### config.mk
export PLATFORM = sky130hd
export DESIGN_NAME = reset_sequencer
export DESIGN_NICKNAME = d
export VERILOG_FILES = /design/src/rtl/reset_seq_pkg.sv /design/src/rtl/sync_2ff.sv /design/src/rtl/reset_sequencer.sv
export SDC_FILE = /design/constraint.sdc
export NUM_CORES = 1
export LEC_CHECK = 0
export BUFFER_PORTS_ARGS = -buffer_cell sky130_fd_sc_hd__clkbuf_2
export CELL_PAD_IN_SITES_DETAIL_PLACEMENT = 1
export CELL_PAD_IN_SITES_GLOBAL_PLACEMENT = 1
export CORE_MARGIN = 1
export CORE_UTILIZATION = 54
export CTS_BUF_LIST = sky130_fd_sc_hd__clkbuf_8
export CTS_CLUSTER_SIZE = 16
export DETAILED_ROUTE_END_ITERATION = 16
export GPL_ROUTABILITY_DRIVEN = 0
export PLACE_DENSITY_LB_ADDON = 0.25
export RECOVER_POWER = 100
export SYNTH_ARGS = -nofsm -noshare
export SYNTH_HDL_FRONTEND = slang
export SYNTH_SLANG_ARGS = --single-unit
### constraint.sdc
create_clock -name clock -period 6.65 [get_ports clock]
set_input_delay 0.3325 -clock clock [delete_from_list [all_inputs] [get_ports clock]]
set_output_delay 0.3325 -clock clock [all_outputs]
set_load 0.01 [all_outputs]
### src/rtl/reset_seq_pkg.sv
// rtl/reset_seq_pkg.sv - shared types and default timing constants for the reset sequencer
//
// Contents:
//   state_e   - sequencer FSM states
//   cause_e   - encoding reported on last_cause
//   DEF_*     - default cycle counts used as parameter defaults by reset_sequencer
//   max_of    - helper used to size the shared phase counter
package reset_seq_pkg;

    typedef enum logic [2:0] {
        PLL_RST     = 3'd0,
        WAIT_LOCK   = 3'd1,
        LOCK_STABLE = 3'd2,
        PERIPH_REL  = 3'd3,
        CORE_REL    = 3'd4,
        RUN         = 3'd5
    } state_e;

    typedef enum logic [1:0] {
        CAUSE_POR       = 2'd0,
        CAUSE_BUTTON    = 2'd1,
        CAUSE_LOCK_LOST = 2'd2,
        CAUSE_TIMEOUT   = 2'd3
    } cause_e;

    localparam int DEF_PB_DEBOUNCE_CYCLES  = 250000;
    localparam int DEF_PLL_RST_CYCLES      = 8;
    localparam int DEF_LOCK_STABLE_CYCLES  = 1024;
    localparam int DEF_LOCK_TIMEOUT_CYCLES = 65536;
    localparam int DEF_STAGE_GAP_CYCLES    = 16;

    localparam logic [3:0] RETRY_MAX = 4'd15;

    function automatic int max_of(input int a, input int b);
        return (a > b) ? a : b;
    endfunction

endpackage

### src/rtl/sync_2ff.sv
// rtl/sync_2ff.sv - two-flop single-bit synchronizer with asynchronous clear
//
// Ports:
//   clk   - destination clock
//   rst_n - asynchronous active-low clear, output forced to 0
//   d     - asynchronous input
//   q     - input resynchronized to clk, two cycles of latency
module sync_2ff (
    input  logic clk,
    input  logic rst_n,
    input  logic d,
    output logic q
);

    logic meta_q;
    logic sync_q;

    always_ff @(posedge clk or negedge rst_n) begin
        if (!rst_n) begin
            meta_q <= 1'b0;
            sync_q <= 1'b0;
        end else begin
            meta_q <= d;
            sync_q <= meta_q;
        end
    end

    assign q = sync_q;

endmodule

### src/rtl/reset_sequencer.sv
// rtl/reset_sequencer.sv - staged PLL / peripheral / core reset release with button and lock supervision
//
// Ports:
//   clock        - system clock
//   reset        - asynchronous active-low global reset
//   pb_reset     - raw push-button, active-high, asynchronous
//   pll_locked   - clock-wizard lock flag, asynchronous
//   pll_reset    - active-high reset to the clock wizard
//   periph_reset - active-high reset to UART/LED logic
//   core_reset   - active-high reset to core and caches
//   sys_ready    - high only while in RUN
//   retry_count  - saturating count of lock timeouts, cleared only by global reset
//   last_cause   - cause of the most recent sequence (see cause_e)
module reset_sequencer
    import reset_seq_pkg::*;
#(
    parameter int PB_DEBOUNCE_CYCLES  = DEF_PB_DEBOUNCE_CYCLES,
    parameter int PLL_RST_CYCLES      = DEF_PLL_RST_CYCLES,
    parameter int LOCK_STABLE_CYCLES  = DEF_LOCK_STABLE_CYCLES,
    parameter int LOCK_TIMEOUT_CYCLES = DEF_LOCK_TIMEOUT_CYCLES,
    parameter int STAGE_GAP_CYCLES    = DEF_STAGE_GAP_CYCLES
) (
    input  logic       clock,
    input  logic       reset,
    input  logic       pb_reset,
    input  logic       pll_locked,
    output logic       pll_reset,
    output logic       periph_reset,
    output logic       core_reset,
    output logic       sys_ready,
    output logic [3:0] retry_count,
    output logic [1:0] last_cause
);

    // One phase counter is shared by every timed state, so it is sized for the longest phase.
    localparam int PH_MAX = max_of(max_of(PLL_RST_CYCLES, LOCK_STABLE_CYCLES),
                                   max_of(LOCK_TIMEOUT_CYCLES, STAGE_GAP_CYCLES));
    localparam int CNT_W  = $clog2(PH_MAX + 1);
    localparam int DB_W   = $clog2(PB_DEBOUNCE_CYCLES + 1);

    localparam logic [CNT_W-1:0] PLL_LAST    = CNT_W'(PLL_RST_CYCLES - 1);
    localparam logic [CNT_W-1:0] TIMEOUT_LAST = CNT_W'(LOCK_TIMEOUT_CYCLES - 1);
    localparam logic [CNT_W-1:0] STABLE_LAST = CNT_W'(LOCK_STABLE_CYCLES - 1);
    localparam logic [CNT_W-1:0] GAP_LAST    = CNT_W'(STAGE_GAP_CYCLES - 1);
    localparam logic [DB_W-1:0]  DB_LAST     = DB_W'(PB_DEBOUNCE_CYCLES - 1);
    localparam logic [DB_W-1:0]  DB_FULL     = DB_W'(PB_DEBOUNCE_CYCLES);

    logic pb_s;
    logic locked_s;

    sync_2ff u_sync_pb (
        .clk   (clock),
        .rst_n (reset),
        .d     (pb_reset),
        .q     (pb_s)
    );

    sync_2ff u_sync_lock (
        .clk   (clock),
        .rst_n (reset),
        .d     (pll_locked),
        .q     (locked_s)
    );

    state_e           state_q, state_d;
    cause_e           cause_q, cause_d;
    logic [CNT_W-1:0] cnt_q, cnt_d;
    logic [DB_W-1:0]  db_cnt_q, db_cnt_d;
    logic [3:0]       retry_q, retry_d;
    logic             pll_reset_q, pll_reset_d;
    logic             periph_reset_q, periph_reset_d;
    logic             core_reset_q, core_reset_d;
    logic             sys_ready_q, sys_ready_d;

    logic press;
    logic lock_lost;

    // The debounce counter saturates at the full count while the button stays high,
    // so a long hold yields exactly one press; only a low sample re-arms it.
    always_comb begin
        db_cnt_d = db_cnt_q;
        if (!pb_s) begin
            db_cnt_d = '0;
        end else if (db_cnt_q != DB_FULL) begin
            db_cnt_d = db_cnt_q + DB_W'(1);
        end
    end

    assign press     = pb_s && (db_cnt_q == DB_LAST);
    assign lock_lost = !locked_s && (state_q inside {LOCK_STABLE, PERIPH_REL, CORE_REL, RUN});

    always_comb begin
        state_d        = state_q;
        cause_d        = cause_q;
        cnt_d          = cnt_q + CNT_W'(1);
        retry_d        = retry_q;
        pll_reset_d    = pll_reset_q;
        periph_reset_d = periph_reset_q;
        core_reset_d   = core_reset_q;
        sys_ready_d    = sys_ready_q;

        // Button beats lock loss, which beats every per-state transition (including timeout).
        if (press) begin
            state_d        = PLL_RST;
            cause_d        = CAUSE_BUTTON;
            cnt_d          = '0;
            pll_reset_d    = 1'b1;
            periph_reset_d = 1'b1;
            core_reset_d   = 1'b1;
            sys_ready_d    = 1'b0;
        end else if (lock_lost) begin
            state_d        = WAIT_LOCK;
            cause_d        = CAUSE_LOCK_LOST;
            cnt_d          = '0;
            pll_reset_d    = 1'b0;
            periph_reset_d = 1'b1;
            core_reset_d   = 1'b1;
            sys_ready_d    = 1'b0;
        end else begin
            case (state_q)
                PLL_RST: begin
                    if (cnt_q == PLL_LAST) begin
                        state_d     = WAIT_LOCK;
                        cnt_d       = '0;
                        pll_reset_d = 1'b0;
                    end
                end
                WAIT_LOCK: begin
                    if (locked_s) begin
                        state_d = LOCK_STABLE;
                        cnt_d   = '0;
                    end else if (cnt_q == TIMEOUT_LAST) begin
                        state_d     = PLL_RST;
                        cnt_d       = '0;
                        cause_d     = CAUSE_TIMEOUT;
                        pll_reset_d = 1'b1;
                        if (retry_q != RETRY_MAX) begin
                            retry_d = retry_q + 4'd1;
                        end
                    end
                end
                LOCK_STABLE: begin
                    if (cnt_q == STABLE_LAST) begin
                        state_d        = PERIPH_REL;
                        cnt_d          = '0;
                        periph_reset_d = 1'b0;
                    end
                end
                PERIPH_REL: begin
                    if (cnt_q == GAP_LAST) begin
                        state_d      = CORE_REL;
                        cnt_d        = '0;
                        core_reset_d = 1'b0;
                    end
                end
                CORE_REL: begin
                    state_d     = RUN;
                    cnt_d       = '0;
                    sys_ready_d = 1'b1;
                end
                RUN: begin
                    cnt_d = cnt_q;
                end
                default: begin
                    state_d        = PLL_RST;
                    cnt_d          = '0;
                    pll_reset_d    = 1'b1;
                    periph_reset_d = 1'b1;
                    core_reset_d   = 1'b1;
                    sys_ready_d    = 1'b0;
                end
            endcase
        end
    end

    always_ff @(posedge clock or negedge reset) begin
        if (!reset) begin
            state_q        <= PLL_RST;
            cause_q        <= CAUSE_POR;
            cnt_q          <= '0;
            db_cnt_q       <= '0;
            retry_q        <= 4'd0;
            pll_reset_q    <= 1'b1;
            periph_reset_q <= 1'b1;
            core_reset_q   <= 1'b1;
            sys_ready_q    <= 1'b0;
        end else begin
            state_q        <= state_d;
            cause_q        <= cause_d;
            cnt_q          <= cnt_d;
            db_cnt_q       <= db_cnt_d;
            retry_q        <= retry_d;
            pll_reset_q    <= pll_reset_d;
            periph_reset_q <= periph_reset_d;
            core_reset_q   <= core_reset_d;
            sys_ready_q    <= sys_ready_d;
        end
    end

    assign pll_reset    = pll_reset_q;
    assign periph_reset = periph_reset_q;
    assign core_reset   = core_reset_q;
    assign sys_ready    = sys_ready_q;
    assign retry_count  = retry_q;
    assign last_cause   = cause_q;

endmodule

### Word level (Yosys, flattened, before mapping)

Index checks and enable logic that the tools add are counted.

| cells by class | value |
|---|---|
| equality and inequality tests | 25 |
| add/subtract/negate cells | 3 |
| bitwise logic cells | 3 |
| muxes and demuxes | 40 |
| reductions and logical operators | 17 |

Operator list:

| kind | number |
|---|---|
| 17-bit two-way mux | 7 |
| 17-bit case mux with 5 select lines | 1 |
| 18-bit two-way mux | 2 |
| 3-bit two-way mux | 7 |
| 18-bit by 1-bit adder with 18-bit output, second input constant | 1 |
| 18-bit == test, second input constant | 1 |
| 18-bit inequality test, second input constant | 1 |
| 3-bit case mux with 6 select lines | 1 |
| 17-bit by 1-bit adder with 17-bit output, second input constant | 1 |
| 17-bit by 10-bit == test with 1-bit output, second input constant | 1 |
| 17-bit by 16-bit == test with 1-bit output, second input constant | 1 |
| 17-bit by 3-bit == test with 1-bit output, second input constant | 1 |
| 17-bit by 4-bit == test with 1-bit output, second input constant | 1 |
| 4-bit inequality test, second input constant | 4 |
| 5-bit OR reduction | 3 |
| 1-bit two-way mux | 13 |
| 3-bit by 1-bit inequality test with 1-bit output, second input constant | 4 |
| 2-bit two-way mux | 5 |
| 4-bit by 3-bit inequality test with 1-bit output, second input constant | 2 |
| 3-bit by 2-bit == test with 1-bit output, second input constant | 2 |
| 3-bit == test, second input constant | 2 |
| 3-bit inequality test, second input constant | 2 |
| 1-bit case mux with 2 select lines | 3 |
| 6-bit AND reduction | 1 |
| other kinds (16) | 21 |

| storage, ports and cells | value |
|---|---|
| output and inout port bits | 10 |
| logic and storage cells | 101 |
| register bits after elaboration | 52 |
| input bits | 4 |

### Logic depth before layout (Yosys ltp)

| logic depth | value |
|---|---|
| word-level depth | 6 |
| depth in mapped cells | 12 |
| depth with buffers taken out | 12 |

### By module

From an unflattened synthesis, not the netlist that was laid out.

| second synthesis, totals | value |
|---|---|
| cells, all modules | 278 |
| area, all modules | 2795.2 um^2 |

Modules (own cells, without submodules):

| module | instances | sequential area each (um^2) | area each (um^2) | cells an instance |
|---|---|---|---|---|
| reset_sequencer | 1 | 1204.9 | 2695.1 | 274 |
| sync_2ff | 2 | 50.0 | 50.0 | 2 |

### Least setup slack after synthesis

No wires, ideal clock.

| timing | value |
|---|---|
| path kind | flip-flop to flip-flop |
| start | register cnt_q[0] |
| end | register retry_q[1], in the netlist retry_count[1] |
| clock period less this slack | 2.519 ns |
| stages on the path, launching flop included | 10 |
| setup slack | 4.131 ns |
| data required time | 6.525 ns |
| buffers on the path | 0 |
| library setup time | 0.125 ns |
| arrival time | 2.394 ns |
| cells stage by stage | dfrtp_1 > ha_1 > nand2_1 > nor3_1 > nand4_1 > inv_1 > ha_1 > nand2_1 > a311oi_1 > mux2_2 |

| between the ends | value |
|---|---|
| word-level cells in the longest chain between the ends | 2 |

RTL lines:

| what | line | RTL |
|---|---|---|
| start, declared | reset_sequencer.sv:67 | `logic [CNT_W-1:0] cnt_q, cnt_d;` |
| start signal, assigned | reset_sequencer.sv:190 | `cnt_q <= cnt_d;` |
| 17-bit by 16-bit == test with 1-bit output | reset_sequencer.sv:132 | `end else if (cnt_q == TIMEOUT_LAST) begin` |
| 6-bit AND reduction (no line) | - |  |
| end signal, assigned | reset_sequencer.sv:192 | `retry_q <= retry_d;` |
| end, declared | reset_sequencer.sv:69 | `logic [3:0] retry_q, retry_d;` |

Every way passes these cells.
A chain may end at the register's enable or synchronous reset.

### Final worst setup path

| timing | value |
|---|---|
| start | register db_cnt_q[0] |
| end | register cnt_q[5] |

| between the ends | value |
|---|---|
| word-level cells in the longest chain between the ends | 3 |
| elaborated cells on any way between the ends | 4 |
| classes of those cells | eq/ne (2); mux (1); reduce/logical (1) |

RTL lines:

| what | line | RTL |
|---|---|---|
| start, declared | reset_sequencer.sv:68 | `logic [DB_W-1:0] db_cnt_q, db_cnt_d;` |
| start signal, assigned | reset_sequencer.sv:191 | `db_cnt_q <= db_cnt_d;` |
| 18-bit == test * | reset_sequencer.sv:89 | `assign press = pb_s && (db_cnt_q == DB_LAST);` |
| 1-bit logical AND * | reset_sequencer.sv:89 |  |
| 3-bit inequality test (no line) / 17-bit two-way mux (equally long branches) | - |  |

Every way passes the cells marked *; elsewhere a longest branch is shown, timed or not.

==> impl_metrics.env <==
export IMPL_final_util_pct=59.0
export IMPL_seq_area_sq_um=1310
export IMPL_finalClockSkew_ns=0.00837
export IMPL_hold_violations=0
export IMPL_nets=314
export IMPL_htreeDepth=2
export IMPL_rows=26
export IMPL_clock_latency_ns=0.31
export IMPL_arrival_ns=4.31
export IMPL_startpoint="db_cnt_q[0]"
export IMPL_status="complete, but fails checks"
export IMPL_seq_area_frac_synth_pct=45.7
export IMPL_cp_required_ns=6.85
export IMPL_final_common_cell="dfrtp_1"
export IMPL_synth_mux_area_share_pct=1.80
export IMPL_max_freq_ghz=0.243
export IMPL_diodes=0
export IMPL_synth_fp_nets=304
export IMPL_wl_met1_mm=2.82
export IMPL_p_per_area_nw_per_um2=272
export IMPL_grt_pass1_wl_mm=10.7
export IMPL_syn_cell_area_sq_um=2860
export IMPL_n_fill_cell=605
export IMPL_synth_edf_count=0
export IMPL_fin_cells=375
export IMPL_clkPwrFrac_pct=27.0
export IMPL_synthArstFlopShare_pct=100
export IMPL_vias_per_cell=6.04
export IMPL_wl_mm=6.41
export IMPL_violations="max-capacitance violations, max-slew violations"
export IMPL_setup_violations=0
export IMPL_vdd_drop_max_mv=0.151
export IMPL_clock_sinks=52
export IMPL_cp_end_kind="flip-flop"
export IMPL_via_count=2264
export IMPL_clk_pin_slew_ns=0.10
export IMPL_switchingPower_uw=291
export IMPL_path_buf_inv=0
export IMPL_hold_buffers=0
export IMPL_wl_met3_um=138
export IMPL_place_area_sq_um=2950
export IMPL_setup_tns_ns=0
export IMPL_maxCapViolations=2
export IMPL_synth_adder_area_share_pct=2.98
export IMPL_start_kind="flip-flop"
export IMPL_die_h_um=74.7
export IMPL_antenna_found_initial=0
export IMPL_wl_per_cell_um=17.1
export IMPL_cts_root_buf="clkbuf_8"
export IMPL_top_layer_used="met4"
export IMPL_syn_inst=294
export IMPL_multiInputGateArea_sq_um=1410
export IMPL_slew_headroom_pct=-85.6
export IMPL_drt_iter0_drc=156
export IMPL_min_path_type="input pin to flip-flop"
export IMPL_portBuffers=13
export IMPL_grt_remaining_overflow=0
export IMPL_crit_path_max_incr_delay_ns=1.76
export IMPL_yosys_area_share_simple_pct=28.4
export IMPL_holdCritStartpoint="pll_locked"
export IMPL_path_class="flip-flop to flip-flop"
export IMPL_cp_cell_sequence="ha_1 > and3_1 > and3b_1 > and2_0 > nor3_1 > nand2_1 > o311ai_0"
export IMPL_ys_ff_latch=52
export IMPL_grt_total_usage_pct=25.2
export IMPL_fin_crit_ns=4.11
export IMPL_path_max_fanout=23
export IMPL_fin_hold_ws_ns=0.121
export IMPL_p_comb_share_pct=28.2
export IMPL_p_leak_uw=0.00136
export IMPL_cts_made_buffers=5
export IMPL_drive_above_1_share_pct=6.89
export IMPL_ant_nets=0
export IMPL_grt_pass1_vias=2302
export IMPL_route_detailed_drc=0
export IMPL_die_x_um=74.7
export IMPL_slew_violations=77
export IMPL_yosysWarnings=0
export IMPL_rsz0062_at_grt="false"
export IMPL_start_util_pct=55.9
export IMPL_ys_flop_type="dfrtp_1"
export IMPL_clockBufferDepth=2
export IMPL_ctsResizeCount=0
export IMPL_synth_xor_area_share_pct=5.83
export IMPL_internal_power_uw=527
export IMPL_grt_start_max_net_pins=53
export IMPL_avgSynthCellArea_sq_um=9.72
export IMPL_ys_types=53
export IMPL_core_area_sq_um=5110
export IMPL_timing_final_crit_share_pct=61.8
export IMPL_r2r_setup_slack_ns=2.54
export IMPL_post_place_cells=367
export IMPL_cts_tree="built"
export IMPL_synth_top_family_by_area="simple AND/OR/NAND/NOR gates"
export IMPL_dr_pass1_iters=4
export IMPL_p_seq_share_pct=44.8
export IMPL_area_growth_pct=5.43
export IMPL_final_cell_mix="dfrtp_1 (49), nand2_1 (34), nor2_1 (22), nand3_1 (15), and2_0 (15)"
export IMPL_switching_share_pct=35.5
export IMPL_dr_wl_met2_mm=3.33
export IMPL_die_area_sq_um=5580
export IMPL_crit_family="simple AND/OR/NAND/NOR gates"
export IMPL_final_area_sq_um=3010
export IMPL_num_io_pins=14
export IMPL_critical_path_slowest_cell="nor3_1"
export IMPL_worst_pin_slew_ns=2.78
export IMPL_post_cts_buffers=0
export IMPL_dp_hpwl_mm=4.50
export IMPL_reg2reg_from="db_cnt_q[0]"
export IMPL_synth_compound_area_share_pct=11.3
-- sequential cells by signal, indices dropped and copies added (netlist names), 2 cells and up --
signal,flops
cnt_q,17
db_cnt_q,18
last_cause,2
retry_count,4
state_q,3
-- worst paths after layout --
path | to | cells past startpoint
min reg2reg | u_sync_pb.q | 0
max | cnt_q[5] | 7
max reg2reg | cnt_q[5] | 7
min in group asynchronous | cnt_q[11] | 2
min | u_sync_lock.meta_q | 1
max in group asynchronous | db_cnt_q[13] | 2
-- power groups by stage --
stage	logic [uW]	clock network (uW)	registers (uW)
after floorplan	198	0	361
after global placement	226	0	371
after detailed placement	238	0	373
after CTS	240	226	367
after global routing	252	234	370
final	231	221	366
-- cell families (layout without fill, tap and decap cells) --
group / after synthesis / in the layout
AOI/OAI and AO/OA: 44 / 44
xor gates and xnor gates: 19 / 19
adders and majority gates: 7 / 7
buffers and inverters: 23 / 34
DFF: 52 / 52
muxes: 5 / 5
and+or+nand+nor: 144 / 144
-- layer usage --
metal / global-route usage (%) / vias to the layer above
met1: 32.4 / 1165
met2: 43.3 / 30
met3: 4.28 / 10
met4: 8.39 / 0
li1: - / 1059
met5: 0 / -
-- synthesized netlist by cell type, drive strengths merged (5+ instances only) --
| master | number | area, sq um |
|---|---|---|
| dfrtp | 49 | 1230 |
| nand2 | 34 | 128 |
| nor2 | 22 | 82.6 |
| and2 | 19 | 121 |
| nand3 | 15 | 75.1 |
| nand4 | 14 | 93.8 |
| inv | 12 | 45.0 |
| and3 | 10 | 62.6 |
| xor2 | 10 | 87.6 |
| xnor2 | 9 | 78.8 |
| a21oi | 8 | 51.3 |
| buf | 7 | 53.8 |
| nor3 | 7 | 46.3 |
| o21ai | 7 | 35.0 |
| a31oi | 6 | 37.5 |
| ha | 6 | 75.1 |
| nor4 | 5 | 67.6 |
-- layout make-up --
class                           instances  share of cell area [%]
Multi-Input combinational cell        219                    46.7
Inverter                               12                    1.50
Sequential cell                        52                    43.3
Tap cell                               70                    2.91
Timing Repair Buffer                   14                    1.91
Clock inverter                          3                    1.41
Clock buffer                            5                    2.29
-- per-stage QoR --
step	power [uW]	worst slack, ns
final	818	2.54
after global routing	857	2.15
after CTS	833	3.41
after detailed placement	611	3.45
after global placement	597	3.60
after floorplan	559	4.13
(Power assumes the default switching activity.)
